==> config.mk <==
export PLATFORM = sky130hd
export DESIGN_NAME = btn_sw_dev_in
export DESIGN_NICKNAME = d
export VERILOG_FILES = /design/src/rtl/btn_sw_dev_in_pkg.sv /design/src/rtl/btn_sw_dev_in_debounce_cell.sv /design/src/rtl/btn_sw_dev_in.sv
export SDC_FILE = /design/constraint.sdc
export NUM_CORES = 1
export LEC_CHECK = 0
export BUFFER_PORTS_ARGS = -buffer_cell sky130_fd_sc_hd__buf_2
export CAP_MARGIN = 20
export CORE_MARGIN = 4
export CORE_UTILIZATION = 55
export CTS_CLUSTER_DIAMETER = 100
export DETAILED_ROUTE_END_ITERATION = 10
export PLACE_DENSITY = 0.84
export SLEW_MARGIN = 0
export SYNTH_ARGS = -nofsm -noshare
export SYNTH_HDL_FRONTEND = slang
export SYNTH_SLANG_ARGS = --single-unit
==> constraint.sdc <==
create_clock -name clk -period 1.8 [get_ports clk]
set_input_delay 0.18 -clock clk [delete_from_list [all_inputs] [get_ports clk]]
set_output_delay 0.18 -clock clk [all_outputs]
set_load 0.01 [all_outputs]
==> src/rtl/btn_sw_dev_in_pkg.sv <==
// Shared constants for the GPIO input port: status-word field positions
// and the peripheral base addresses of the I/O slice.
package btn_sw_dev_in_pkg;

  localparam int SW_LSB    = 16;
  localparam int BTN_LSB   = 12;
  localparam int PRESS_LSB = 8;
  localparam int REL_LSB   = 4;
  localparam int OVR_LSB   = 0;

  localparam int N_SW  = 8;
  localparam int N_BTN = 4;

  localparam logic [31:0] GPIO_IN_BASE = 32'hE000_0000;
  localparam logic [31:0] LED_OUT_BASE = 32'hF000_0000;

endpackage

==> src/rtl/btn_sw_dev_in_debounce_cell.sv <==
// One-bit two-flop synchroniser plus stability counter. The level only moves
// after DB_CYCLES consecutive cycles of disagreement; rise/fall mark that edge.
module debounce_cell #(
  parameter logic [15:0] DB_CYCLES = 16'd50000,
  parameter int          DB_W      = 16
) (
  input  logic clk,
  input  logic rst,
  input  logic raw,
  output logic level,
  output logic rise,
  output logic fall
);

  localparam logic [DB_W-1:0] LAST = DB_W'(DB_CYCLES - 16'd1);

  logic            meta;
  logic            s;
  logic [DB_W-1:0] cnt;
  logic            done;

  // done is high in the cycle whose closing edge commits the new level
  assign done = (s != level) && (cnt == LAST);
  assign rise = done & s;
  assign fall = done & ~s;

  always_ff @(posedge clk) begin
    if (rst) begin
      meta  <= 1'b0;
      s     <= 1'b0;
      level <= 1'b0;
      cnt   <= '0;
    end else begin
      meta <= raw;
      s    <= meta;
      if (s == level) begin
        cnt <= '0;
      end else if (done) begin
        level <= s;
        cnt   <= '0;
      end else begin
        cnt <= cnt + DB_W'(1);
      end
    end
  end

endmodule

==> src/rtl/btn_sw_dev_in.sv <==
// GPIO input port: debounced switches and buttons, sticky press/release/overrun
// flags cleared by the CPU read strobe, and a polled 32-bit status word.
module btn_sw_dev_in
  import btn_sw_dev_in_pkg::*;
#(
  parameter logic [15:0] DB_CYCLES = 16'd50000,
  parameter int          DB_W      = 16
) (
  input  logic        clk,
  input  logic        rst,
  input  logic [7:0]  sw_in,
  input  logic [3:0]  btn_in,
  input  logic        GPIOe0000000_re,
  output logic [31:0] Peripheral_out,
  output logic        irq_pending
);

  localparam int N_IN = N_SW + N_BTN;

  logic [N_IN-1:0] raw_all;
  logic [N_IN-1:0] lvl_all;
  logic [N_IN-1:0] rise_all;
  logic [N_IN-1:0] fall_all;

  assign raw_all = {btn_in, sw_in};

  for (genvar i = 0; i < N_IN; i++) begin : g_db
    debounce_cell #(
      .DB_CYCLES (DB_CYCLES),
      .DB_W      (DB_W)
    ) u_db (
      .clk   (clk),
      .rst   (rst),
      .raw   (raw_all[i]),
      .level (lvl_all[i]),
      .rise  (rise_all[i]),
      .fall  (fall_all[i])
    );
  end

  // Switch edges carry no events; fold them into a deliberately unused sink.
  logic unused_sw_edges;
  assign unused_sw_edges = ^{rise_all[N_SW-1:0], fall_all[N_SW-1:0]};

  logic [N_SW-1:0]  sw_d;
  logic [N_BTN-1:0] btn_d;
  logic [N_BTN-1:0] press_evt;
  logic [N_BTN-1:0] release_evt;

  assign sw_d        = lvl_all[N_SW-1:0];
  assign btn_d       = lvl_all[N_IN-1:N_SW];
  assign press_evt   = rise_all[N_IN-1:N_SW];
  assign release_evt = fall_all[N_IN-1:N_SW];

  logic [N_BTN-1:0] press_f, rel_f, ovr_f;
  logic [N_BTN-1:0] press_n, rel_n, ovr_n;
  logic [N_BTN-1:0] keep;

  // Read protocol: GPIOe0000000_re is a single-cycle strobe with no
  // back-pressure. The CPU samples Peripheral_out in the strobe cycle, and
  // the flags clear on the closing edge; events on that same edge survive.
  always_comb begin
    keep    = GPIOe0000000_re ? '0 : {N_BTN{1'b1}};
    press_n = (press_f & keep) | press_evt;
    rel_n   = (rel_f & keep) | release_evt;
    ovr_n   = (ovr_f & keep) | (press_evt & press_f & keep);
  end

  always_ff @(posedge clk) begin
    if (rst) begin
      press_f     <= '0;
      rel_f       <= '0;
      ovr_f       <= '0;
      irq_pending <= 1'b0;
    end else begin
      press_f     <= press_n;
      rel_f       <= rel_n;
      ovr_f       <= ovr_n;
      irq_pending <= |{press_n, rel_n};
    end
  end

  always_comb begin
    Peripheral_out                    = '0;
    Peripheral_out[SW_LSB +: N_SW]    = sw_d;
    Peripheral_out[BTN_LSB +: N_BTN]  = btn_d;
    Peripheral_out[PRESS_LSB +: N_BTN] = press_f;
    Peripheral_out[REL_LSB +: N_BTN]  = rel_f;
    Peripheral_out[OVR_LSB +: N_BTN]  = ovr_f;
  end

endmodule

==> flow_results.xml, run 1 <==
<?xml version="1.0" encoding="UTF-8"?>
<metrics>
  <group name="placement">
    <metric name="numPortBuffers" unit="">39</metric>
    <metric name="place_inst" unit="">1410</metric>
    <metric name="dp_slack" unit="ns">0.0558</metric>
    <metric name="finalWeightedCongestion" unit="">0.839</metric>
    <metric name="placed_cell_area" unit="sq um">11000</metric>
    <metric name="place_hpwl" unit="mm">13.7</metric>
  </group>
  <group name="route">
    <metric name="routed_wirelength" unit="mm">19.8</metric>
    <metric name="drt_iter0_markers" unit="">413</metric>
    <metric name="routed_via_count_divided_by_cell_count" unit="">5.40</metric>
    <metric name="route.antenna.remaining_nets" unit="">0</metric>
    <metric name="drcViolationCount" unit="">0</metric>
    <metric name="drt-pass1-iter-count" unit="">5</metric>
    <metric name="wire_per_inst" unit="um">13.5</metric>
    <metric name="routed-via-count" unit="">7902</metric>
  </group>
  <group name="setup_path">
    <metric name="cpMaxStageDelayCell" unit="">sky130_fd_sc_hd__or4_4</metric>
    <metric name="path_delay_family" unit="">simple AND/OR/NAND/NOR gates</metric>
    <metric name="critical_path.max_fanout" unit="">16</metric>
    <metric name="timing.critical_path.from_type" unit="">flop</metric>
    <metric name="path_cells" unit="">or4_4 -&gt; nor4_4 -&gt; or3b_1 -&gt; buf_12 -&gt; nor2_1</metric>
    <metric name="critical_path_buf_inv_count" unit="">1</metric>
    <metric name="cp-end-kind" unit="">flop</metric>
    <metric name="maximum_single_stage_delay_on_the_critical_path" unit="ns">0.55</metric>
    <metric name="regToRegSetupSlack" unit="ns">0.05</metric>
    <metric name="criticalPathCategory" unit="">reg2reg</metric>
    <metric name="worst_ep_required_time" unit="ns">2.19</metric>
    <metric name="cp_data_arrival_time" unit="ns">2.14</metric>
  </group>
  <group name="cts">
    <metric name="cts_setup_buffers" unit="">0</metric>
    <metric name="insertion_delay" unit="ns">0.51</metric>
    <metric name="numCtsBuffers" unit="">24</metric>
    <metric name="ctsRootBufferMaster" unit="">sky130_fd_sc_hd__clkbuf_16</metric>
    <metric name="ctsHtreeMaxLevel" unit="">1</metric>
    <metric name="tritoncts" unit="">built</metric>
    <metric name="clock_path_buffers" unit="">3</metric>
    <metric name="cts.sinks" unit="">241</metric>
    <metric name="clkTransAtPathRegs" unit="ns">0.06</metric>
  </group>
  <group name="die">
    <metric name="design.portCount" unit="">48</metric>
    <metric name="design.die.area" unit="sq um">20900</metric>
    <metric name="dieWidth" unit="um">145</metric>
    <metric name="core_region_area" unit="sq um">18100</metric>
    <metric name="die_h" unit="um">145</metric>
    <metric name="initial_core_util" unit="">0.567</metric>
    <metric name="num_rows" unit="">49</metric>
  </group>
  <group name="final_layout">
    <metric name="final_net_count" unit="">1247</metric>
    <metric name="design_area" unit="sq um">11900</metric>
    <metric name="post_layout_nonfiller_instances" unit="">1464</metric>
    <metric name="diodes" unit="">0</metric>
    <metric name="drive_gt1_frac" unit="">0.129</metric>
    <metric name="layout.core_utilization" unit="">0.658</metric>
    <metric name="syn_to_final_growth" unit="%">16.2</metric>
  </group>
  <group name="pwr">
    <metric name="p_per_area" unit="nW/um^2">901</metric>
    <metric name="peakVddDrop" unit="mV">0.752</metric>
    <metric name="leakage" unit="nW">4.14</metric>
  </group>
  <group name="timing">
    <metric name="rsz_0062_raised_after_global_routing" unit="">true</metric>
    <metric name="setup-violations-final" unit="">0</metric>
    <metric name="slew_violations" unit="">0</metric>
    <metric name="fin_crit" unit="ns">1.75</metric>
    <metric name="fmax" unit="MHz">570</metric>
    <metric name="hold_violations" unit="">0</metric>
    <metric name="fin_worst_skew" unit="ns">0.0206</metric>
    <metric name="layout_worst_path_cycle_share" unit="">0.975</metric>
    <metric name="worst-slew-pin-transition" unit="ns">0.523</metric>
    <metric name="final.setup.tns" unit="ns">0</metric>
    <metric name="final.setup.worst_slack" unit="ns">0.0459</metric>
    <metric name="maxSlewHeadroom" unit="">0.651</metric>
  </group>
  <group name="global_route">
    <metric name="grt_pass1_wl" unit="mm">35.1</metric>
    <metric name="first_global_vias" unit="">7858</metric>
    <metric name="combined_global_route_utilization_of_all_metal_layers" unit="">0.197</metric>
    <metric name="number_of_antenna_violations_at_the_first_check_in_global_routing" unit="">0</metric>
    <metric name="maximum_number_of_pins_on_one_net_before_global_route_repair" unit="">32</metric>
    <metric name="grt_remaining_overflow" unit="">0</metric>
  </group>
  <group name="hold_path">
    <metric name="hold_class" unit="">in2reg</metric>
  </group>
  <group name="run_status">
    <metric name="outcome" unit="">completed</metric>
  </group>
  <group name="synthesis">
    <metric name="ys.flop_type" unit="">sky130_fd_sc_hd__dfxtp_1</metric>
    <metric name="netlist_instances" unit="">1132</metric>
    <metric name="synthArstFlopShare" unit="">0</metric>
    <metric name="netlist_area" unit="sq um">10300</metric>
    <metric name="mean_cell_area_of_the_mapped_netlist" unit="sq um">9.08</metric>
    <metric name="synth.yosys.warnings" unit="">0</metric>
    <metric name="synth.yosys.seq_area_share" unit="">0.469</metric>
    <metric name="ys_ff_latch" unit="">241</metric>
    <metric name="synth_edf_count" unit="">0</metric>
    <metric name="yosys.cell_types.count" unit="">48</metric>
  </group>
  <group name="job">
    <metric name="max_cap_viol_count" unit="">0</metric>
  </group>
</metrics>
==> layout make-up <==
type                    count  area, sq um
clock buffers              31          678
clock inverters            10          150
fillers                  1407         6200
inverters                  35          131
multi-input cells         805         5040
flip-flops and latches    241         4830
well taps                 229          287
repair buffers            113          833
==> registers in the layout (all words and copies together), names as in the netlist <==
name	count
ovr_f	4
g_db.u_db.meta	12
g_db.u_db.s	12
press_f	4
irq_pending	1
g_db.u_db.cnt	192
g_db.u_db.level	12
rel_f	4
==> power breakdown <==
part | switching, mW | total (mW) | leakage (nW) | internal, mW
clock | 1.99 | 5.20 | 0.413 | 3.21
sequential | 0.0184 | 5.38 | 1.95 | 5.37
combinational | 0.0989 | 0.182 | 1.78 | 0.0828
==> synthesized netlist by cell type (2+ instances only) <==
library cell / n / area share
sky130_fd_sc_hd__mux2i_1: 10 / 0.0097
sky130_fd_sc_hd__nor4_1: 20 / 0.012
sky130_fd_sc_hd__inv_1: 35 / 0.013
sky130_fd_sc_hd__and4_1: 15 / 0.013
sky130_fd_sc_hd__buf_2: 3 / 0.0015
sky130_fd_sc_hd__nand2b_1: 4 / 0.0024
sky130_fd_sc_hd__or2_2: 2 / 0.0012
sky130_fd_sc_hd__nand2_1: 38 / 0.014
sky130_fd_sc_hd__o21ai_0: 30 / 0.015
sky130_fd_sc_hd__nand3_1: 58 / 0.028
sky130_fd_sc_hd__a21oi_1: 46 / 0.022
sky130_fd_sc_hd__and3_1: 23 / 0.014
sky130_fd_sc_hd__dfxtp_1: 241 / 0.47
sky130_fd_sc_hd__or4_1: 8 / 0.0058
sky130_fd_sc_hd__nor4_4: 3 / 0.0062
sky130_fd_sc_hd__buf_6: 5 / 0.0055
sky130_fd_sc_hd__and2_1: 9 / 0.0055
sky130_fd_sc_hd__nand3b_1: 4 / 0.0029
sky130_fd_sc_hd__nand4b_1: 5 / 0.0043
sky130_fd_sc_hd__or3_1: 35 / 0.021
sky130_fd_sc_hd__nor2b_1: 33 / 0.020
sky130_fd_sc_hd__nand4_1: 51 / 0.031
sky130_fd_sc_hd__xor2_1: 67 / 0.057
sky130_fd_sc_hd__o31ai_1: 5 / 0.0037
sky130_fd_sc_hd__clkbuf_1: 24 / 0.0088
sky130_fd_sc_hd__ha_1: 12 / 0.015
sky130_fd_sc_hd__nor2_1: 181 / 0.066
sky130_fd_sc_hd__or4bb_1: 5 / 0.0055
sky130_fd_sc_hd__nor4b_1: 9 / 0.0077
sky130_fd_sc_hd__buf_4: 24 / 0.018
sky130_fd_sc_hd__buf_1: 2 / 0.00073
sky130_fd_sc_hd__xnor2_1: 79 / 0.067
sky130_fd_sc_hd__nor3_1: 18 / 0.0088
sky130_fd_sc_hd__nor4bb_1: 10 / 0.0097
sky130_fd_sc_hd__a31oi_1: 4 / 0.0024
sky130_fd_sc_hd__o21a_1: 2 / 0.0015
==> cells in the final DEF, fill, tap and decap left out, types with 4 or more instances in the layout <==
cell and count:
sky130_fd_sc_hd__xnor2_1 79, sky130_fd_sc_hd__clkbuf_16 25, sky130_fd_sc_hd__nor4b_1 9, sky130_fd_sc_hd__nand4b_1 5, sky130_fd_sc_hd__buf_4 57, sky130_fd_sc_hd__and2_1 9
sky130_fd_sc_hd__nor2_1 181, sky130_fd_sc_hd__dfxtp_1 239, sky130_fd_sc_hd__and4_1 15, sky130_fd_sc_hd__ha_1 11, sky130_fd_sc_hd__conb_1 8, sky130_fd_sc_hd__buf_12 4
sky130_fd_sc_hd__nor4_1 19, sky130_fd_sc_hd__buf_2 39, sky130_fd_sc_hd__o21ai_0 30, sky130_fd_sc_hd__clkinv_2 6, sky130_fd_sc_hd__or4bb_1 4, sky130_fd_sc_hd__bufinv_16 4
sky130_fd_sc_hd__nor4bb_1 10, sky130_fd_sc_hd__or3_1 34, sky130_fd_sc_hd__a31oi_1 4, sky130_fd_sc_hd__and3_1 23, sky130_fd_sc_hd__nor3_1 18, sky130_fd_sc_hd__xor2_1 67
sky130_fd_sc_hd__nor2b_1 33, sky130_fd_sc_hd__nand3_1 58, sky130_fd_sc_hd__nand3b_1 4, sky130_fd_sc_hd__nand4_1 51, sky130_fd_sc_hd__or4_4 4, sky130_fd_sc_hd__dlygate4sd3_1 13
sky130_fd_sc_hd__o31ai_1 5, sky130_fd_sc_hd__nand2b_1 4, sky130_fd_sc_hd__nand2_1 38, sky130_fd_sc_hd__or4_1 5, sky130_fd_sc_hd__a21oi_1 45, sky130_fd_sc_hd__mux2i_1 9
sky130_fd_sc_hd__inv_1 35
==> metrics by stage <==
| stage | power [mW] | hold WS (ns) |
|---|---|---|
| detailed placement | 5.66 | 0.394 |
| CTS | 10.9 | 0.0275 |
| global placement | 5.66 | 0.390 |
| global route | 11.1 | 0.0622 |
| finish | 10.8 | 0.0554 |
| floorplan | 5.62 | 0.308 |
==> logic make-up after synthesis <==
group	count (synthesis)	share of synthesized area
mux	10	0.00974
fa+ha+maj	12	0.0146
other cells	1	0.000365
compound gates	90	0.0475
simple gates	539	0.287
xor+xnor	146	0.124
flops	241	0.469
buf+inv	93	0.0467
==> layer usage <==
metal / track usage / share of wire
met1: 0.245 / 0.45
met2: 0.351 / 0.49
met3: 0.0375 / 0.038
met4: 0.0501 / 0.020
met5: 0 / 0
==> what timing repair did <==
action	CTS	global route
setup endpoints to repair	0	28
gates resized for setup	0	11
hold endpoints to repair	14	0
hold buffers	13	0
==> worst paths after layout <==
check / from / endpoint / depth (start not counted)
max: g_db[11].u_db.cnt[5]$_SDFF_PP0_ / g_db[11].u_db.cnt[7]$_SDFF_PP0_ / 5
min: GPIOe0000000_re / ovr_f[3]$_SDFF_PP0_ / 2
max reg2reg: g_db[11].u_db.cnt[5]$_SDFF_PP0_ / g_db[11].u_db.cnt[7]$_SDFF_PP0_ / 5
min reg2reg: g_db[9].u_db.meta$_SDFF_PP0_ / g_db[9].u_db.s$_SDFF_PP0_ / 1
Note: power is estimated with default switching activity, not from simulation.
==> inputs of run 2 (changes only) <==
Settings changed: CTS_BUF_LIST from default to sky130_fd_sc_hd__clkbuf_16.
==> run 2 against run 1 <==
Effect of this change: hold slack got worse by 0.012 ns; via count is essentially flat; first-iteration DRC count grew 6.1%; critical path type unchanged; critical endpoint unchanged.
==> flow_results.xml, run 2 (synthesis gave the netlist of run 1 again) <==
<?xml version="1.0" encoding="UTF-8"?>
<metrics>
  <group name="cts">
    <metric name="clock_path_buffers" unit="">3</metric>
    <metric name="cts.sinks" unit="">241</metric>
    <metric name="insertion_delay" unit="ns">0.51</metric>
    <metric name="tritoncts" unit="">built</metric>
    <metric name="clkTransAtPathRegs" unit="ns">0.06</metric>
    <metric name="ctsHtreeMaxLevel" unit="">1</metric>
    <metric name="ctsRootBufferMaster" unit="">sky130_fd_sc_hd__clkbuf_16</metric>
    <metric name="cts_setup_buffers" unit="">0</metric>
    <metric name="numCtsBuffers" unit="">24</metric>
  </group>
  <group name="pwr">
    <metric name="portion_of_total_power_attributed_to_combinational_logic" unit="">0.017</metric>
    <metric name="power_switching_share" unit="">0.198</metric>
    <metric name="peakVddDrop" unit="mV">0.753</metric>
    <metric name="cell_internal_pwr" unit="mW">8.52</metric>
    <metric name="leakage" unit="nW">4.13</metric>
    <metric name="power_switching" unit="mW">2.10</metric>
    <metric name="p_clk_frac" unit="">0.476</metric>
    <metric name="p_per_area" unit="nW/um^2">891</metric>
    <metric name="power.share.sequential" unit="">0.507</metric>
  </group>
  <group name="route">
    <metric name="route.antenna.remaining_nets" unit="">0</metric>
    <metric name="wire_per_inst" unit="um">13.5</metric>
    <metric name="routed_via_count_divided_by_cell_count" unit="">5.40</metric>
    <metric name="drt_iter0_markers" unit="">438</metric>
    <metric name="routed-via-count" unit="">7907</metric>
    <metric name="drt-pass1-iter-count" unit="">7</metric>
    <metric name="drcViolationCount" unit="">0</metric>
    <metric name="routed_wirelength" unit="mm">19.8</metric>
  </group>
  <group name="final_layout">
    <metric name="largest-register" unit="">g_db.u_db.cnt</metric>
    <metric name="largest_reg_flops" unit="">192</metric>
    <metric name="diodes" unit="">0</metric>
    <metric name="layout.cells.most_common" unit="">sky130_fd_sc_hd__dfxtp_1</metric>
    <metric name="final_net_count" unit="">1247</metric>
    <metric name="syn_to_final_growth" unit="%">15.9</metric>
    <metric name="layout.core_utilization" unit="">0.657</metric>
    <metric name="layout_common_cells" unit="">239 x sky130_fd_sc_hd__dfxtp_1, 181 x sky130_fd_sc_hd__nor2_1, 79 x sky130_fd_sc_hd__xnor2_1</metric>
    <metric name="design_area" unit="sq um">11900</metric>
    <metric name="drive_gt1_frac" unit="">0.126</metric>
  </group>
  <group name="global_route">
    <metric name="maximum_number_of_pins_on_one_net_before_global_route_repair" unit="">32</metric>
    <metric name="grt_remaining_overflow" unit="">0</metric>
    <metric name="first_global_vias" unit="">7843</metric>
    <metric name="combined_global_route_utilization_of_all_metal_layers" unit="">0.196</metric>
    <metric name="number_of_antenna_violations_at_the_first_check_in_global_routing" unit="">0</metric>
    <metric name="grt_pass1_wl" unit="mm">35.1</metric>
  </group>
  <group name="timing">
    <metric name="layout_worst_path_cycle_share" unit="">0.971</metric>
    <metric name="maxSlewHeadroom" unit="">0.651</metric>
    <metric name="worst-slew-pin-transition" unit="ns">0.523</metric>
    <metric name="slew_violations" unit="">0</metric>
    <metric name="rsz_0062_raised_after_global_routing" unit="">true</metric>
    <metric name="hold_violations" unit="">0</metric>
    <metric name="finalHoldWorstSlack" unit="ns">0.0437</metric>
    <metric name="setup-violations-final" unit="">0</metric>
    <metric name="fin_crit" unit="ns">1.75</metric>
    <metric name="fmax" unit="MHz">572</metric>
    <metric name="fin_worst_skew" unit="ns">0.0209</metric>
  </group>
  <group name="placement">
    <metric name="place_hpwl" unit="mm">13.7</metric>
    <metric name="finalWeightedCongestion" unit="">0.839</metric>
    <metric name="placed_cell_area" unit="sq um">11000</metric>
    <metric name="numPortBuffers" unit="">39</metric>
  </group>
  <group name="die">
    <metric name="dieWidth" unit="um">145</metric>
    <metric name="initial_core_util" unit="">0.567</metric>
    <metric name="num_rows" unit="">49</metric>
    <metric name="design.die.area" unit="sq um">20900</metric>
    <metric name="die_h" unit="um">145</metric>
    <metric name="design.portCount" unit="">48</metric>
    <metric name="core_region_area" unit="sq um">18100</metric>
  </group>
  <group name="setup_path">
    <metric name="r2r.worst_path.cells" unit="">5</metric>
    <metric name="maximum_single_stage_delay_on_the_critical_path" unit="ns">0.55</metric>
    <metric name="critical_path_buf_inv_count" unit="">1</metric>
    <metric name="worst_flop_to_flop_path_endpoint" unit="">g_db[11].u_db.cnt[7]$_SDFF_PP0_</metric>
    <metric name="critical_path.max_fanout" unit="">16</metric>
    <metric name="criticalPathCategory" unit="">reg2reg</metric>
    <metric name="path_cells" unit="">or4_4 -&gt; nor4_4 -&gt; or3b_1 -&gt; buf_12 -&gt; nor2_1</metric>
    <metric name="cp-end-kind" unit="">flop</metric>
    <metric name="cpMaxStageDelayCell" unit="">sky130_fd_sc_hd__or4_4</metric>
    <metric name="regToRegSetupSlack" unit="ns">0.05</metric>
    <metric name="worst_ep_required_time" unit="ns">2.19</metric>
    <metric name="timing.critical_path.from_type" unit="">flop</metric>
    <metric name="cp_data_arrival_time" unit="ns">2.13</metric>
    <metric name="worst_r2r_startpoint" unit="">g_db[11].u_db.cnt[5]$_SDFF_PP0_</metric>
    <metric name="path_delay_family" unit="">simple AND/OR/NAND/NOR gates</metric>
  </group>
  <group name="hold_path">
    <metric name="timing.hold.worst.start" unit="">GPIOe0000000_re</metric>
    <metric name="hold_class" unit="">in2reg</metric>
    <metric name="hold-path-cell-count" unit="">2</metric>
    <metric name="hold-path-endpoint" unit="">ovr_f[3]$_SDFF_PP0_</metric>
  </group>
  <group name="run_status">
    <metric name="outcome" unit="">completed</metric>
  </group>
  <group name="job">
    <metric name="max_cap_viol_count" unit="">0</metric>
  </group>
</metrics>
run 2: power groups by stage:
stage / clock network [mW] / logic (mW) / registers [mW]
3_5_place_dp: 0 / 0.159 / 5.50
5_1_grt: 5.39 / 0.202 / 5.39
3_3_place_gp: 0 / 0.156 / 5.50
4_1_cts: 5.15 / 0.182 / 5.38
2_1_floorplan: 0 / 0.116 / 5.50
6_report: 5.05 / 0.181 / 5.39
run 2: worst max path at each step:
| stage | start | end | slack [ns] | cells past startpoint |
|---|---|---|---|---|
| 2_1_floorplan | g_db[9].u_db.cnt[0]$_SDFF_PP0_ | g_db[9].u_db.cnt[11]$_SDFF_PP0_ | 0.004 | 8 |
| 3_3_place_gp | g_db[7].u_db.cnt[11]$_SDFF_PP0_ | g_db[7].u_db.cnt[6]$_SDFF_PP0_ | 0.08 | 6 |
| 3_5_place_dp | g_db[11].u_db.cnt[10]$_SDFF_PP0_ | g_db[11].u_db.cnt[15]$_SDFF_PP0_ | 0.06 | 5 |
| 4_1_cts | g_db[11].u_db.cnt[14]$_SDFF_PP0_ | g_db[11].u_db.cnt[7]$_SDFF_PP0_ | 0.02 | 5 |
| 5_1_grt | g_db[8].u_db.cnt[4]$_SDFF_PP0_ | irq_pending$_SDFF_PP0_ | -0.03 | 5 |
| 6_report | g_db[11].u_db.cnt[5]$_SDFF_PP0_ | g_db[11].u_db.cnt[7]$_SDFF_PP0_ | 0.05 | 5 |
run 2: cell type report:
class	count	area [sq um]
clock buffers	25	626
clock inverters	16	173
fillers	1418	6230
inverters	35	131
multi-input cells	805	5040
flip-flops and latches	241	4830
well taps	229	287
repair buffers	113	833
run 2: metal layers:
metal / GRT usage / up-vias / wire length [um]
met2: 0.349 / 105 / 9650
met1: 0.245 / 3701 / 8970
met4: 0.0520 / 0 / 397
met5: 0 / - / 0
met3: 0.0365 / 32 / 753
li1: - / 4069 / -
run 2: timing repair:
item | 4_1_cts | 5_1_grt
hold endpoints to repair | 14 | 0
hold buffers | 13 | 0
resized for setup | 0 | 11
setup endpoints to repair | 0 | 25
run 2: per-stage QoR:
stage / setup WS (ns) / TNS [ns] / total power [mW] / cells
after global placement: 0.0821 / 0 / 5.66 / 1410
final: 0.0517 / 0 / 10.6 / 1464
after global routing: -0.0338 / -0.0408 / 11.0 / 1464
after floorplan: 0.00351 / 0 / 5.62 / 1139
after detailed placement: 0.0558 / 0 / 5.66 / 1410
after CTS: 0.0207 / 0 / 10.7 / 1464
==> inputs of run 3 (changes only) <==
Settings changed: CAP_MARGIN 20 to default, CORE_ASPECT_RATIO from default to 1.5.
==> run 3 against run 2 <==
Effect of this change: first-iteration DRC count decreased by 1.8%; clock power is 4.4% lower; die area grew 0.22%; the run now ends with setup timing left; non-clock buffer count grew 7; power fell by 2.0%; count of clock-buffer cells in the layout unchanged; flip-flop and latch count unchanged; worst setup slack lost 0.054 ns; core utilization down 0.43 points; routed wire length up 3.6%; highest routed layer unchanged; critical path depth unchanged; clock skew is 0.011 ns lower.
==> flow_results.xml, run 3 (synthesis gave the netlist of run 1 again) <==
<?xml version="1.0" encoding="UTF-8"?>
<metrics>
  <group name="run_status">
    <metric name="outcome" unit="">finished, violations left</metric>
    <metric name="violated_checks" unit="">setup timing</metric>
  </group>
  <group name="die">
    <metric name="design.die.area" unit="sq um">21000</metric>
    <metric name="num_rows" unit="">61</metric>
    <metric name="dieWidth" unit="um">120</metric>
    <metric name="die_h" unit="um">175</metric>
    <metric name="design.portCount" unit="">48</metric>
    <metric name="initial_core_util" unit="">0.557</metric>
    <metric name="core_region_area" unit="sq um">18500</metric>
  </group>
  <group name="placement">
    <metric name="placed_cell_area" unit="sq um">11000</metric>
    <metric name="numPortBuffers" unit="">39</metric>
    <metric name="dp_slack" unit="ns">0.0310</metric>
    <metric name="place_hpwl" unit="mm">13.5</metric>
    <metric name="place_inst" unit="">1435</metric>
    <metric name="finalWeightedCongestion" unit="">0.853</metric>
  </group>
  <group name="timing">
    <metric name="hold_violations" unit="">0</metric>
    <metric name="setup-violations-final" unit="">4</metric>
    <metric name="fin_worst_skew" unit="ns">0.00940</metric>
    <metric name="slew_violations" unit="">0</metric>
    <metric name="finalHoldWorstSlack" unit="ns">0.0987</metric>
    <metric name="fmax" unit="MHz">555</metric>
    <metric name="final.setup.worst_slack" unit="ns">-0.00263</metric>
    <metric name="fin_crit" unit="ns">1.80</metric>
    <metric name="layout_worst_path_cycle_share" unit="">1.00</metric>
    <metric name="rsz_0062_raised_after_global_routing" unit="">true</metric>
  </group>
  <group name="route">
    <metric name="route.antenna.remaining_nets" unit="">0</metric>
    <metric name="drt-pass1-iter-count" unit="">5</metric>
    <metric name="routed_via_count_divided_by_cell_count" unit="">5.44</metric>
    <metric name="drt_iter0_markers" unit="">430</metric>
    <metric name="wire_per_inst" unit="um">13.7</metric>
    <metric name="routed-via-count" unit="">8140</metric>
    <metric name="routed_wirelength" unit="mm">20.5</metric>
    <metric name="drcViolationCount" unit="">0</metric>
  </group>
  <group name="global_route">
    <metric name="number_of_antenna_violations_at_the_first_check_in_global_routing" unit="">0</metric>
    <metric name="combined_global_route_utilization_of_all_metal_layers" unit="">0.191</metric>
    <metric name="maximum_number_of_pins_on_one_net_before_global_route_repair" unit="">20</metric>
    <metric name="grt_remaining_overflow" unit="">0</metric>
    <metric name="grt_pass1_wl" unit="mm">34.9</metric>
    <metric name="first_global_vias" unit="">7985</metric>
  </group>
  <group name="final_layout">
    <metric name="diodes" unit="">0</metric>
    <metric name="drive_gt1_frac" unit="">0.141</metric>
    <metric name="largest-register" unit="">g_db.u_db.cnt</metric>
    <metric name="multi_input_area" unit="sq um">5080</metric>
    <metric name="layout.core_utilization" unit="">0.652</metric>
    <metric name="seqCellArea" unit="sq um">4830</metric>
    <metric name="layout_common_cells" unit="">237 x sky130_fd_sc_hd__dfxtp_1, 174 x sky130_fd_sc_hd__nor2_1, 79 x sky130_fd_sc_hd__xnor2_1</metric>
    <metric name="layout.cells.most_common" unit="">sky130_fd_sc_hd__dfxtp_1</metric>
    <metric name="design_area" unit="sq um">12100</metric>
    <metric name="largest_reg_flops" unit="">192</metric>
    <metric name="final_net_count" unit="">1254</metric>
    <metric name="num-fill-cells" unit="">1440</metric>
    <metric name="syn_to_final_growth" unit="%">17.2</metric>
    <metric name="post_layout_nonfiller_instances" unit="">1497</metric>
  </group>
  <group name="setup_path">
    <metric name="regToRegSetupSlack" unit="ns">-0.003</metric>
    <metric name="worst_flop_to_flop_path_endpoint" unit="">g_db[8].u_db.cnt[13]$_SDFF_PP0_</metric>
    <metric name="criticalPathCategory" unit="">reg2reg</metric>
    <metric name="r2r.worst_path.cells" unit="">5</metric>
    <metric name="maximum_single_stage_delay_on_the_critical_path" unit="ns">0.55</metric>
    <metric name="timing.critical_path.from_type" unit="">flop</metric>
    <metric name="cp_data_arrival_time" unit="ns">2.19</metric>
    <metric name="critical_path.max_fanout" unit="">8</metric>
    <metric name="cpMaxStageDelayCell" unit="">sky130_fd_sc_hd__or4_4</metric>
    <metric name="path_cells" unit="">or4_4 -&gt; nor4_4 -&gt; or3_4 -&gt; clkbuf_16 -&gt; a21oi_2</metric>
    <metric name="worst_r2r_startpoint" unit="">g_db[8].u_db.cnt[4]$_SDFF_PP0_</metric>
    <metric name="cp-end-kind" unit="">flop</metric>
    <metric name="worst_ep_required_time" unit="ns">2.19</metric>
  </group>
  <group name="pwr">
    <metric name="p_clk_frac" unit="">0.464</metric>
    <metric name="peakVddDrop" unit="mV">0.773</metric>
    <metric name="cell_internal_pwr" unit="mW">8.25</metric>
    <metric name="power.share.sequential" unit="">0.517</metric>
    <metric name="power_switching_share" unit="">0.207</metric>
    <metric name="leakage" unit="nW">4.17</metric>
    <metric name="power_switching" unit="mW">2.15</metric>
    <metric name="p_per_area" unit="nW/um^2">863</metric>
    <metric name="portion_of_total_power_attributed_to_combinational_logic" unit="">0.019</metric>
  </group>
  <group name="cts">
    <metric name="tritoncts" unit="">built</metric>
    <metric name="insertion_delay" unit="ns">0.51</metric>
    <metric name="ctsRootBufferMaster" unit="">sky130_fd_sc_hd__clkbuf_16</metric>
    <metric name="ctsHtreeMaxLevel" unit="">1</metric>
    <metric name="clkTransAtPathRegs" unit="ns">0.06</metric>
    <metric name="numCtsBuffers" unit="">24</metric>
    <metric name="clock_path_buffers" unit="">3</metric>
    <metric name="cts.sinks" unit="">241</metric>
  </group>
  <group name="hold_path">
    <metric name="hold-path-endpoint" unit="">g_db[7].u_db.level$_SDFFE_PP0P_</metric>
    <metric name="hold-path-cell-count" unit="">2</metric>
    <metric name="timing.hold.worst.start" unit="">rst</metric>
    <metric name="hold_class" unit="">in2reg</metric>
  </group>
  <group name="job">
    <metric name="max_cap_viol_count" unit="">0</metric>
  </group>
</metrics>
==> run 3: metal layers <==
layer	share of wire	wire length, um	track usage
met5	0	0	0
met4	0.025	511	0.0616
met3	0.039	790	0.0296
met2	0.53	10800	0.359
met1	0.41	8340	0.219
==> run 3: area by class of cell <==
| class | instances | share of cell area |
|---|---|---|
| Clock buffer | 25 | 0.0519 |
| Multi-Input combinational cell | 805 | 0.422 |
| Timing Repair Buffer | 120 | 0.0764 |
| Inverter | 35 | 0.0109 |
| Tap cell | 252 | 0.0262 |
| Clock inverter | 19 | 0.0118 |
| Sequential cell | 241 | 0.401 |
==> run 3: worst max-delay path by stage <==
stage,startpoint,to,depth (start not counted)
final,g_db[8].u_db.cnt[4]$_SDFF_PP0_,g_db[8].u_db.cnt[13]$_SDFF_PP0_,5
after global routing,g_db[8].u_db.cnt[4]$_SDFF_PP0_,g_db[8].u_db.cnt[0]$_SDFF_PP0_,5
after CTS,g_db[8].u_db.cnt[15]$_SDFF_PP0_,g_db[8].u_db.cnt[15]$_SDFF_PP0_,5
after detailed placement,g_db[8].u_db.cnt[15]$_SDFF_PP0_,g_db[8].u_db.cnt[15]$_SDFF_PP0_,5
after global placement,g_db[8].u_db.cnt[15]$_SDFF_PP0_,g_db[8].u_db.cnt[15]$_SDFF_PP0_,5
after floorplan,g_db[9].u_db.cnt[0]$_SDFF_PP0_,g_db[9].u_db.cnt[11]$_SDFF_PP0_,8
==> run 3: what timing repair did <==
action | in CTS | in global routing
endpoints found under the hold margin | 14 | 0
endpoints found under the setup margin | 0 | 63
hold buffers | 13 | 0
buffers inserted | 0 | 3
resized for setup | 0 | 28
==> run 3: per-stage QoR <==
step                 TNS, ns  power, mW
floorplan                  0       5.62
global placement           0       5.66
detailed placement         0       5.66
CTS                        0       10.5
global route          -0.932       10.8
finish              -0.00763       10.4
==> run 3: critical path, delay by kind of cell (launching register included) <==
family / cells / cell delay (ns)
AO/OA/AOI/OAI: 1 / 0.04
buffers and inverters: 1 / 0.16
flip-flops: 1 / 0.32
AND/OR/NAND/NOR: 3 / 1.16
==> run 3: power by group through the flow <==
| stage | logic [mW] | registers, mW | clock network, mW |
|---|---|---|---|
| floorplan | 0.116 | 5.50 | 0 |
| global placement | 0.156 | 5.50 | 0 |
| detailed placement | 0.159 | 5.50 | 0 |
| CTS | 0.183 | 5.38 | 4.93 |
| global route | 0.215 | 5.38 | 5.15 |
| finish | 0.194 | 5.38 | 4.83 |
